## src/rtl/calc_pkg.sv

```systemverilog
// calc_pkg: shared key codes, nibble codes and entry FSM states for the calculator.
package calc_pkg;
  localparam logic [3:0] KEY_NEG = 4'hA;
  localparam logic [3:0] KEY_BKSP = 4'hB;
  localparam logic [3:0] KEY_CLR = 4'hC;
  localparam logic [3:0] KEY_ENT = 4'hD;
  localparam logic [3:0] NIB_MINUS = 4'hE;
  localparam logic [3:0] NIB_BLANK = 4'hF;
  typedef enum logic {ENTRY = 1'b0, SEND = 1'b1} state_e;
endpackage

```

## src/rtl/bcdtobin.sv

```systemverilog
// bcdtobin: sign-plus-3-digit BCD (blank digits read as 0) to 11-bit signed binary.
module bcdtobin
  import calc_pkg::*;
(
  input  logic [31:0]        bcd_i,
  output logic signed [10:0] bin_o
);
  function automatic logic [9:0] dv(input logic [3:0] n);
    return n > 4'd9 ? 10'd0 : {6'd0, n};
  endfunction
  logic [9:0] mag;
  always_comb begin
    mag = dv(bcd_i[11:8]) * 10'd100 + dv(bcd_i[7:4]) * 10'd10 + dv(bcd_i[3:0]);
    bin_o = bcd_i[15:12] == NIB_MINUS ? -$signed({1'b0, mag}) : $signed({1'b0, mag});
  end
endmodule

```

## src/rtl/bcd_entry_ctrl.sv

```systemverilog
// bcd_entry_ctrl: keypad operand entry into sign+3-digit BCD with valid/ready hand-off.
module bcd_entry_ctrl
  import calc_pkg::*;
(
  input  logic               clk,
  input  logic               rst,
  input  logic               key_valid,
  input  logic [3:0]         key_code,
  output logic               key_ready,
  output logic               key_reject,
  output logic [31:0]        disp_bcd,
  output logic [1:0]         digit_count,
  output logic               op_valid,
  input  logic               op_ready,
  output logic [31:0]        op_bcd,
  output logic signed [10:0] op_bin
);
  state_e state_q, state_d;
  logic [3:0] h_q, t_q, o_q, h_d, t_d, o_d;
  logic [1:0] cnt_q, cnt_d;
  logic neg_q, neg_d, rej_q, rej_d;
  logic [31:0] op_q, op_d, entry;
  always_comb begin
    entry = {16'hFFFF, neg_q ? NIB_MINUS : NIB_BLANK, h_q, t_q, o_q};
    state_d = state_q;
    {h_d, t_d, o_d, cnt_d, neg_d, op_d} = {h_q, t_q, o_q, cnt_q, neg_q, op_q};
    rej_d = 1'b0;
    if (state_q == SEND) begin
      rej_d = key_valid;
      state_d = op_ready ? ENTRY : SEND;
    end else if (key_valid) begin
      if (key_code <= 4'd9) begin
        if (cnt_q == 2'd3) rej_d = 1'b1;
        else if (cnt_q == 2'd1 && o_q == 4'd0) o_d = key_code;
        else {h_d, t_d, o_d, cnt_d} = {t_q, o_q, key_code, cnt_q + 2'd1};
      end else if (key_code == KEY_NEG) begin
        neg_d = ~neg_q;
      end else if (key_code == KEY_BKSP) begin
        if (cnt_q == 2'd0) rej_d = 1'b1;
        else {h_d, t_d, o_d, cnt_d} = {NIB_BLANK, h_q, t_q, cnt_q - 2'd1};
      end else if (key_code == KEY_CLR || (key_code == KEY_ENT && cnt_q != 2'd0)) begin
        {h_d, t_d, o_d, cnt_d, neg_d} = {NIB_BLANK, NIB_BLANK, NIB_BLANK, 2'd0, 1'b0};
        op_d = key_code == KEY_ENT ? entry : op_q;
        state_d = key_code == KEY_ENT ? SEND : ENTRY;
      end else if (key_code == KEY_ENT) begin
        rej_d = 1'b1;
      end
    end
  end
  always_ff @(posedge clk) begin
    if (rst) begin
      state_q <= ENTRY;
      {h_q, t_q, o_q} <= {NIB_BLANK, NIB_BLANK, NIB_BLANK};
      cnt_q <= 2'd0;
      neg_q <= 1'b0;
      rej_q <= 1'b0;
      op_q <= 32'hFFFF_FFFF;
    end else begin
      state_q <= state_d;
      {h_q, t_q, o_q} <= {h_d, t_d, o_d};
      cnt_q <= cnt_d;
      neg_q <= neg_d;
      rej_q <= rej_d;
      op_q <= op_d;
    end
  end
  assign key_ready = state_q == ENTRY;
  assign op_valid = state_q == SEND;
  assign key_reject = rej_q;
  assign disp_bcd = entry;
  assign digit_count = cnt_q;
  assign op_bcd = op_q;
  bcdtobin u_b2b (.bcd_i(op_q), .bin_o(op_bin));
endmodule

```

## config.mk

```make
export PLATFORM = sky130hd
export DESIGN_NAME = bcd_entry_ctrl
export DESIGN_NICKNAME = d
export VERILOG_FILES = /design/src/rtl/calc_pkg.sv /design/src/rtl/bcdtobin.sv /design/src/rtl/bcd_entry_ctrl.sv
export SDC_FILE = /design/constraint.sdc
export NUM_CORES = 1
export LEC_CHECK = 0
export ABC_AREA = 1
export BUFFER_PORTS_ARGS = -buffer_cell sky130_fd_sc_hd__buf_2
export CAP_MARGIN = 30
export CORE_ASPECT_RATIO = 1.25
export CORE_MARGIN = 2
export CORE_UTILIZATION = 50
export DETAILED_ROUTE_END_ITERATION = 10
export GPL_ROUTABILITY_DRIVEN = 0
export PLACE_DENSITY_LB_ADDON = 0.05
export RECOVER_POWER = 50
export SYNTH_ARGS = -nofsm -noshare
export SYNTH_HDL_FRONTEND = slang
export SYNTH_SLANG_ARGS = --single-unit
```

## constraint.sdc

```tcl
create_clock -name clk -period 11.3 [get_ports clk]
set_input_delay 2.26 -clock clk [delete_from_list [all_inputs] [get_ports clk]]
set_output_delay 2.26 -clock clk [all_outputs]
set_load 0.05 [all_outputs]
```

==> flow_summary.toml, run 1 <==
[logic_synthesis]
synthAdderAreaFrac_pct = 16.1
avgSynthCellArea_um2 = 7.02
synth_compound_area_share_pct = 13.3
ys_types = 36
muxShareOfSynthArea_pct = 0
yosysSeqAreaShare_pct = 22.0
synthCells = 388
yosys.area_share.simple_pct = 24.3
synth_top_family_by_area = "simple AND/OR/NAND/NOR gates"
ys_seq_elements = 30
synthXorXnorAreaFrac_pct = 3.22
syn_area_um2 = 2720
synth_warnings = 0

[clock_tree]
cts_buffers = 5
clkTransAtPathRegs_ps = 70
insertion_delay_ps = 280
clockRootBuffer = "clkbuf_8"
cts_hold_buf = 0
postCtsResizedCells = 0
postCtsSetupBuffers = 0
cts_buffer_depth = 2
h-tree-depth = 2
tritoncts = "yes"
clock_sinks = 30

[setup_path]
crit_top_cell = "nand2_1"
crit_type = "flip-flop to primary output"
cp-startpoint = "op_bcd[7]"
worstPathArrival_ps = 3870
cp_max_fo = 6
worst_setup_path_end_kind = "primary output"
rr_startpoint = "digit_count[0]"
crit_path_top_delay_cell = "fa_1"
cp-start-kind = "flip-flop"
critPathRequiredTime_ps = 9040
max_stage_delay_ps = 470
path_cells = "inv_1 > a21oi_1 > nor2_1 > ha_1 > ha_1 > inv_1 > fa_1 > inv_1 > ha_1 > ha_1 > or2_2 > nand3_1 > nand2_1 > nand2_1 > nand2_1 > nand3_1 > nand2_1 > nand2_1 > nand2_1 > inv_1 > buf_2"

[sta]
tns_ps = 0
fin_crit_sh_pct = 54.3
fin_crit_ps = 6130
skew_ps = 2.03
worst_pin_slew_ps = 908
slew_headroom_pct = 39.4
finalSetupViolCount = 0
slew_violations = 0
rsz0062_at_grt = "no"
clock.fmax_ghz = 0.163
hold_viol = 0

[place]
io_buffers = 49
place_area_um2 = 2870
placed_cells = 495
hpwl_mm = 4.56

[cells_and_area]
n_antenna_cell = 0
final_cell_mix = "nand2_1, inv_1, conb_1, nor2_1, dfxtp_1"
final_core_util_pct = 55.8
fin_area_um2 = 2970
nNetsFinal = 478
area_growth_pct = 9.19
layout.cells.non_filler = 503
drive_gt1_share_pct = 11.6
layout_commonest_cell = "nand2_1"
fillers = 602

[routing]
drc = 0
via_count = 2415
wire_per_inst_um = 11.3
drtIter0Drc = 54
dr.pass1.iters = 4
wl_mm = 5.67
vias_per_cell = 4.80
antenna_left = 0

[worst_hold_path]
worstHoldPathType = "flip-flop to flip-flop"
hp-start = "neg_q"

[global_route]
track_usage_pct = 19.3
antenna_found_initial = 0
grt_max_degree = 25
grt_overflow = 0
grt_pass1_vias = 2189
grt_pass1_wl_mm = 9.47

[floorplan]
die-area_um2 = 6060
fp.dieH_um = 86.5
ios = 88
fp-row-count = 30
initial_utilization_pct = 51.1
die_w_um = 70.0
core_area_um2 = 5330

[pwr]
vdd_drop_max_v = 0.0000840
power_per_cell_area_nw_per_um2 = 122
p_leak_nw = 1.65

[outcome]
status = "completed"

[job]
maxCapViolCount = 0
[final cells by class]
type                    count  area (um2)  share of cell area, %
multi-input cells         286        1690                   56.7
flip-flops and latches     30         601                   20.2
inverters                  65         245                   8.25
repair buffers             50         219                   7.36
clock buffers               6        82.6                   2.78
well taps                  64        80.1                   2.69
clock inverters             2        60.1                   2.02
[critical path: cells and delay by family (launching register included)]
kind | cells | cell delay, ps
adders and majority gates | 5 | 1560
and+or+nand+nor | 10 | 970
AOI/OAI and AO/OA | 1 | 210
DFF | 1 | 370
buffers and inverters | 5 | 470
[kinds of logic (layout without fill, tap and decap cells)]
| family | Yosys count | in the layout |
|---|---|---|
| AND/OR/NAND/NOR | 150 | 150 |
| other | 1 | 38 |
| AO/OA/AOI/OAI | 56 | 56 |
| flip-flops | 30 | 30 |
| adder cells (fa/ha/maj) | 32 | 32 |
| XOR/XNOR | 10 | 10 |
| buffers and inverters | 109 | 123 |
[synth_stat cells, drive strengths merged]
cell type / n / area share, %
clkinv: 3 / 0.46
nand2: 78 / 11
clkbuf: 1 / 0.14
o2111ai: 2 / 0.64
buf: 43 / 12
nand3b: 2 / 0.55
nor3: 7 / 1.9
ha: 27 / 12
fa: 5 / 3.7
o21ai: 14 / 2.6
nand3: 20 / 4.3
o22ai: 4 / 0.92
nand4: 2 / 0.46
xor2: 5 / 1.6
dfxtp: 30 / 22
nor2: 39 / 5.7
inv: 62 / 8.5
o211ai: 16 / 5.1
conb: 1 / 0.14
a21oi: 19 / 3.8
xnor2: 5 / 1.6
or2: 2 / 0.46
o21a: 1 / 0.28
[through the flow]
step                      hold slack (ps)  power, mW  setup WS, ps
after floorplan                       453      0.222          5000
after global placement                478      0.229          5560
after detailed placement              481      0.230          5470
after CTS                             502      0.366          5150
after global routing                  533      0.381          4790
final                                 495      0.363          5170
[routing by layer]
metal  routed length, um  track usage, %  vias up  share of wire [%]
li1                    -               -     1268                  -
met1                2390            21.2     1094                 42
met2                2970            36.5       45                 52
met3                 197            3.14        8                3.5
met4                 100            8.22        0                1.8
met5                   0               0        -                  0
[where the power goes]
group	switching [mW]	internal, mW	total, mW
sequential	0.00745	0.112	0.119
clock	0.0428	0.0940	0.137
combinational	0.0863	0.0206	0.107
total	0.137	0.226	0.363
[worst paths after layout]
check	endpoint	slack, ps	cells after the start
max	op_bin[9]	5170	21
min	op_bcd[12]	500	1
max reg2reg	op_bcd[12]	9010	9
min reg2reg	op_bcd[12]	500	1
[sequential cells by signal (all words and copies together), names as in the netlist]
| register | cells |
|---|---|
| t_q | 4 |
| neg_q | 1 |
| o_q | 4 |
| digit_count | 2 |
| h_q | 4 |
| op_valid | 1 |
| op_bcd | 13 |
| key_reject | 1 |
Power figures use the tool's default switching activity.
==> run 2, diff against run 1 <==
CORE_UTILIZATION = 47   (was 50)
clock period = 5.35 ns   (was 11.3 ns; I/O delays follow)
==> flow_summary.toml, run 2 (same netlist as run 1, synthesis figures left out) <==
[job]
maxCapViolCount = 0

[cells_and_area]
nNetsFinal = 478
fin_area_um2 = 2910
final_cell_mix = "nand2_1, inv_1, conb_1, nor2_1, dfxtp_1"
area_growth_pct = 6.94
largest_register_ffs = 13
layout_commonest_cell = "nand2_1"
drive_gt1_share_pct = 10.7
final_core_util_pct = 51.1
n_antenna_cell = 0
fillers = 638

[pwr]
p_leak_nw = 1.62
power_per_cell_area_nw_per_um2 = 222
vdd_drop_max_v = 0.000160

[clock_tree]
clockRootBuffer = "clkbuf_8"
tritoncts = "yes"
clkTransAtPathRegs_ps = 60
insertion_delay_ps = 280
postCtsSetupBuffers = 0
cts_hold_buf = 0
cts_buffers = 5
postCtsResizedCells = 0
h-tree-depth = 2
clock_sinks = 30
cts_buffer_depth = 2

[global_route]
grt_max_degree = 25
antenna_found_initial = 0
track_usage_pct = 18.2
grt_pass1_vias = 2130
grt_overflow = 0
grt_pass1_wl_mm = 9.21

[setup_path]
cp.buffers_inverters = 5
rr_startpoint = "digit_count[0]"
crit_top_cell = "nand2_1"
crit_family = "adder cells"
cp_max_fo = 6
critPathRequiredTime_ps = 4280
crit_path_top_delay_cell = "fa_1"
cp-start-kind = "flip-flop"
max_stage_delay_ps = 470
path_cells = "inv_1 > a21oi_1 > nor2_1 > ha_1 > ha_1 > inv_1 > fa_1 > inv_1 > ha_1 > ha_1 > or2_2 > nand3_1 > nand2_1 > nand2_1 > nand2_1 > nand3_1 > nand2_1 > nand2_1 > nand2_1 > inv_1 > buf_2"
worst_setup_path_end_kind = "primary output"
worstPathArrival_ps = 3890
crit_type = "flip-flop to primary output"
rrSetupSlack_ps = 3100
r2r-end = "op_bcd[12]"
ff2ff_path_depth = 9

[worst_hold_path]
worstHoldPathType = "flip-flop to flip-flop"
holdPathStages = 1
hp-start = "neg_q"
hold-path-endpoint = "op_bcd[12]"

[place]
place_area_um2 = 2880
io_buffers = 49
hpwl_mm = 4.60

[sta]
slew_violations = 0
worst_pin_slew_ps = 898
fin_crit_sh_pct = 92.6
rsz0062_at_grt = "no"
hold_viol = 0
skew_ps = 3.90
finalSetupViolCount = 0
fin_crit_ps = 4960
tns_ps = 0
clock.fmax_ghz = 0.202
slew_headroom_pct = 40.1

[routing]
vias_per_cell = 4.82
wl_mm = 5.70
antenna_left = 0
wire_per_inst_um = 11.3
dr.pass1.iters = 4
via_count = 2429
drc = 0
drtIter0Drc = 79

[floorplan]
initial_utilization_pct = 47.8
fp.dieH_um = 89.1
fp-row-count = 31
die-area_um2 = 6420
die_w_um = 72.1
core_area_um2 = 5700
ios = 88

[outcome]
status = "completed"
==> run 2: changes by cell type in the layout (fill, tap and decap cells not counted), sizes merged <==
cell	before	now
buf	25	21
clkbuf	31	34
bufinv	2	0
clkinv	3	5
==> run 2: report_power, final <==
| group | internal, mW | switching [mW] |
|---|---|---|
| logic | 0.0428 | 0.183 |
| registers | 0.236 | 0.0150 |
| clock network | 0.0870 | 0.0823 |
| total | 0.366 | 0.280 |
==> run 2: layout make-up <==
| cell class | instances | area, um2 | share of cell area [%] |
|---|---|---|---|
| well taps | 66 | 82.6 | 2.84 |
| flip-flops and latches | 30 | 601 | 20.6 |
| clock inverters | 2 | 10.0 | 0.344 |
| inverters | 65 | 245 | 8.42 |
| repair buffers | 50 | 214 | 7.35 |
| multi-input cells | 286 | 1690 | 58.1 |
| clock buffers | 5 | 68.8 | 2.36 |
==> run 2: per-layer routing <==
layer	track usage (%)	routed length [um]	vias up
met5	0	0	-
met4	7.03	105	0
met3	2.71	234	10
met2	34.4	3030	50
met1	20.3	2340	1102
li1	-	-	1267
==> run 2: worst max path at each step <==
| stage | from | to | cells after the start |
|---|---|---|---|
| finish | op_bcd[7] | op_bin[9] | 21 |
| floorplan | op_bcd[7] | op_bin[10] | 18 |
| global route | op_bcd[7] | op_bin[9] | 20 |
| detailed placement | op_bcd[7] | op_bin[9] | 21 |
| global placement | op_bcd[7] | op_bin[9] | 21 |
| CTS | op_bcd[7] | op_bin[9] | 21 |
==> run 2: metrics by stage <==
step / power (mW) / cells / hold WS [ps] / setup WS (ps)
floorplan: 0.469 / 425 / 453 / 242
global placement: 0.485 / 497 / 478 / 789
detailed placement: 0.485 / 497 / 478 / 691
CTS: 0.656 / 504 / 498 / 379
global route: 0.680 / 504 / 513 / 88.4
finish: 0.646 / 504 / 489 / 393
==> run 3, diff against run 2 <==
CORE_ASPECT_RATIO = unset   (was 1.25)
==> flow_summary.toml, run 3 (same netlist as run 1, synthesis figures left out) <==
[outcome]
status = "completed"

[routing]
drc = 0
vias_per_cell = 4.66
wire_per_inst_um = 10.9
via_count = 2375
wl_mm = 5.57
drtIter0Drc = 60
dr.pass1.iters = 4
antenna_left = 0

[pwr]
power_uw = 708
p_seq_share_pct = 35.5
power.internal_uw = 427
p_sw_share_pct = 39.6
p_leak_nw = 1.63
clockPowerShare_pct = 32.7
p_comb_share_pct = 31.8
power_per_cell_area_nw_per_um2 = 239
vdd_drop_max_v = 0.000297
p_sw_uw = 280

[setup_path]
cp_max_fo = 6
worstPathArrival_ps = 3820
ff2ff_path_depth = 9
worst_setup_path_end_kind = "primary output"
r2r-end = "op_bcd[12]"
crit_type = "flip-flop to primary output"
rr_startpoint = "digit_count[0]"
cp-start-kind = "flip-flop"
critPathRequiredTime_ps = 4280
rrSetupSlack_ps = 3080

[clock_tree]
cts_buffer_depth = 2
cts_hold_buf = 0
clock_sinks = 30
tritoncts = "yes"
h-tree-depth = 2
clkTransAtPathRegs_ps = 60
clockRootBuffer = "clkbuf_8"
cts_buffers = 5
insertion_delay_ps = 280

[cells_and_area]
largest_register_ffs = 13
nNetsFinal = 478
final_cell_mix = "nand2_1, inv_1, conb_1, nor2_1"
drive_gt1_share_pct = 11.0
n_antenna_cell = 0
layout_commonest_cell = "nand2_1"
area_growth_pct = 8.68
fillers = 591

[floorplan]
core_area_um2 = 5540
initial_utilization_pct = 49.2
die-area_um2 = 6420
fp-row-count = 27
ios = 88
fp.dieH_um = 80.1
die_w_um = 80.1

[sta]
tns_ps = 0
rsz0062_at_grt = "no"
skew_ps = 4.01
fin_crit_sh_pct = 91.4
worst_pin_slew_ps = 967
finalSetupViolCount = 0
fin_crit_ps = 4890
fin_ws_ps = 458
slew_violations = 0
hold_viol = 0
clock.fmax_ghz = 0.204
slew_headroom_pct = 35.5

[global_route]
grt_pass1_vias = 2143
antenna_found_initial = 0
grt_pass1_wl_mm = 9.53
grt_overflow = 0
track_usage_pct = 18.5
grt_max_degree = 25

[place]
io_buffers = 49
hpwl_mm = 4.49
place_ws_ps = 677

[worst_hold_path]
holdPathStages = 1
hold-path-endpoint = "op_bcd[12]"
worstHoldPathType = "flip-flop to flip-flop"
hp-start = "neg_q"

[job]
maxCapViolCount = 0
run 3: worst max-delay path, cell delays in order (launching register included):
cell and delay [ps]:
dfxtp_1 370, inv_1 100, a21oi_2 170, nor2_1 90, ha_1 280, ha_1 160, inv_1 50, fa_1 470
inv_1 40, ha_1 280, ha_1 360, or2_2 310, nand3_1 100, nand2_1 50, nand2_1 50, nand2_1 90
nand3_1 110, nand2_1 60, nand2_1 50, nand2_1 50, inv_1 40, buf_2 240
run 3: layout make-up:
| cell class | instances | area (um2) | share of cell area [%] |
|---|---|---|---|
| Timing Repair Buffer | 50 | 213 | 7.19 |
| Sequential cell | 30 | 601 | 20.3 |
| Multi-Input combinational cell | 286 | 1700 | 57.4 |
| Tap cell | 72 | 90.1 | 3.04 |
| Clock buffer | 6 | 82.6 | 2.79 |
| Clock inverter | 1 | 30.0 | 1.01 |
| Inverter | 65 | 245 | 8.28 |
run 3: worst max path at each step:
stage / start / endpoint / slack (ps)
2_1_floorplan: op_bcd[7] / op_bin[10] / 240
3_3_place_gp: op_bcd[7] / op_bin[9] / 800
3_5_place_dp: op_bcd[7] / op_bin[9] / 680
4_1_cts: op_bcd[7] / op_bin[9] / 380
5_1_grt: op_bcd[7] / op_bin[9] / 70
6_report: op_bcd[7] / op_bin[9] / 460
run 3: timing repair:
| item | CTS | global route |
|---|---|---|
| setup buffers | 0 | 0 |
| resized for setup | 0 | 2 |
| endpoints found under the setup margin | 0 | 1 |
run 3: metal layers:
layer	vias up	GRT usage [%]	routed length (um)
met3	5	3.15	186
met2	40	32.0	2750
met1	1064	24.0	2580
met5	-	0	0
li1	1266	-	-
met4	0	4.58	56
run 3: power groups by stage:
stage / registers (mW) / logic (mW) / clock network, mW
global route: 0.253 / 0.245 / 0.247
finish: 0.251 / 0.225 / 0.231
global placement: 0.256 / 0.228 / 0
CTS: 0.251 / 0.229 / 0.235
detailed placement: 0.256 / 0.228 / 0
floorplan: 0.294 / 0.175 / 0
run 3: stage by stage:
step                util [%]  std cells  area [um2]  hold WS (ps)
CTS                     54.1        510        3000           491
finish                  53.4        510        2960           490
global route            53.4        510        2960           512
detailed placement      52.0        503        2880           476
global placement        52.0        503        2880           474
floorplan                  -        425        2860           453
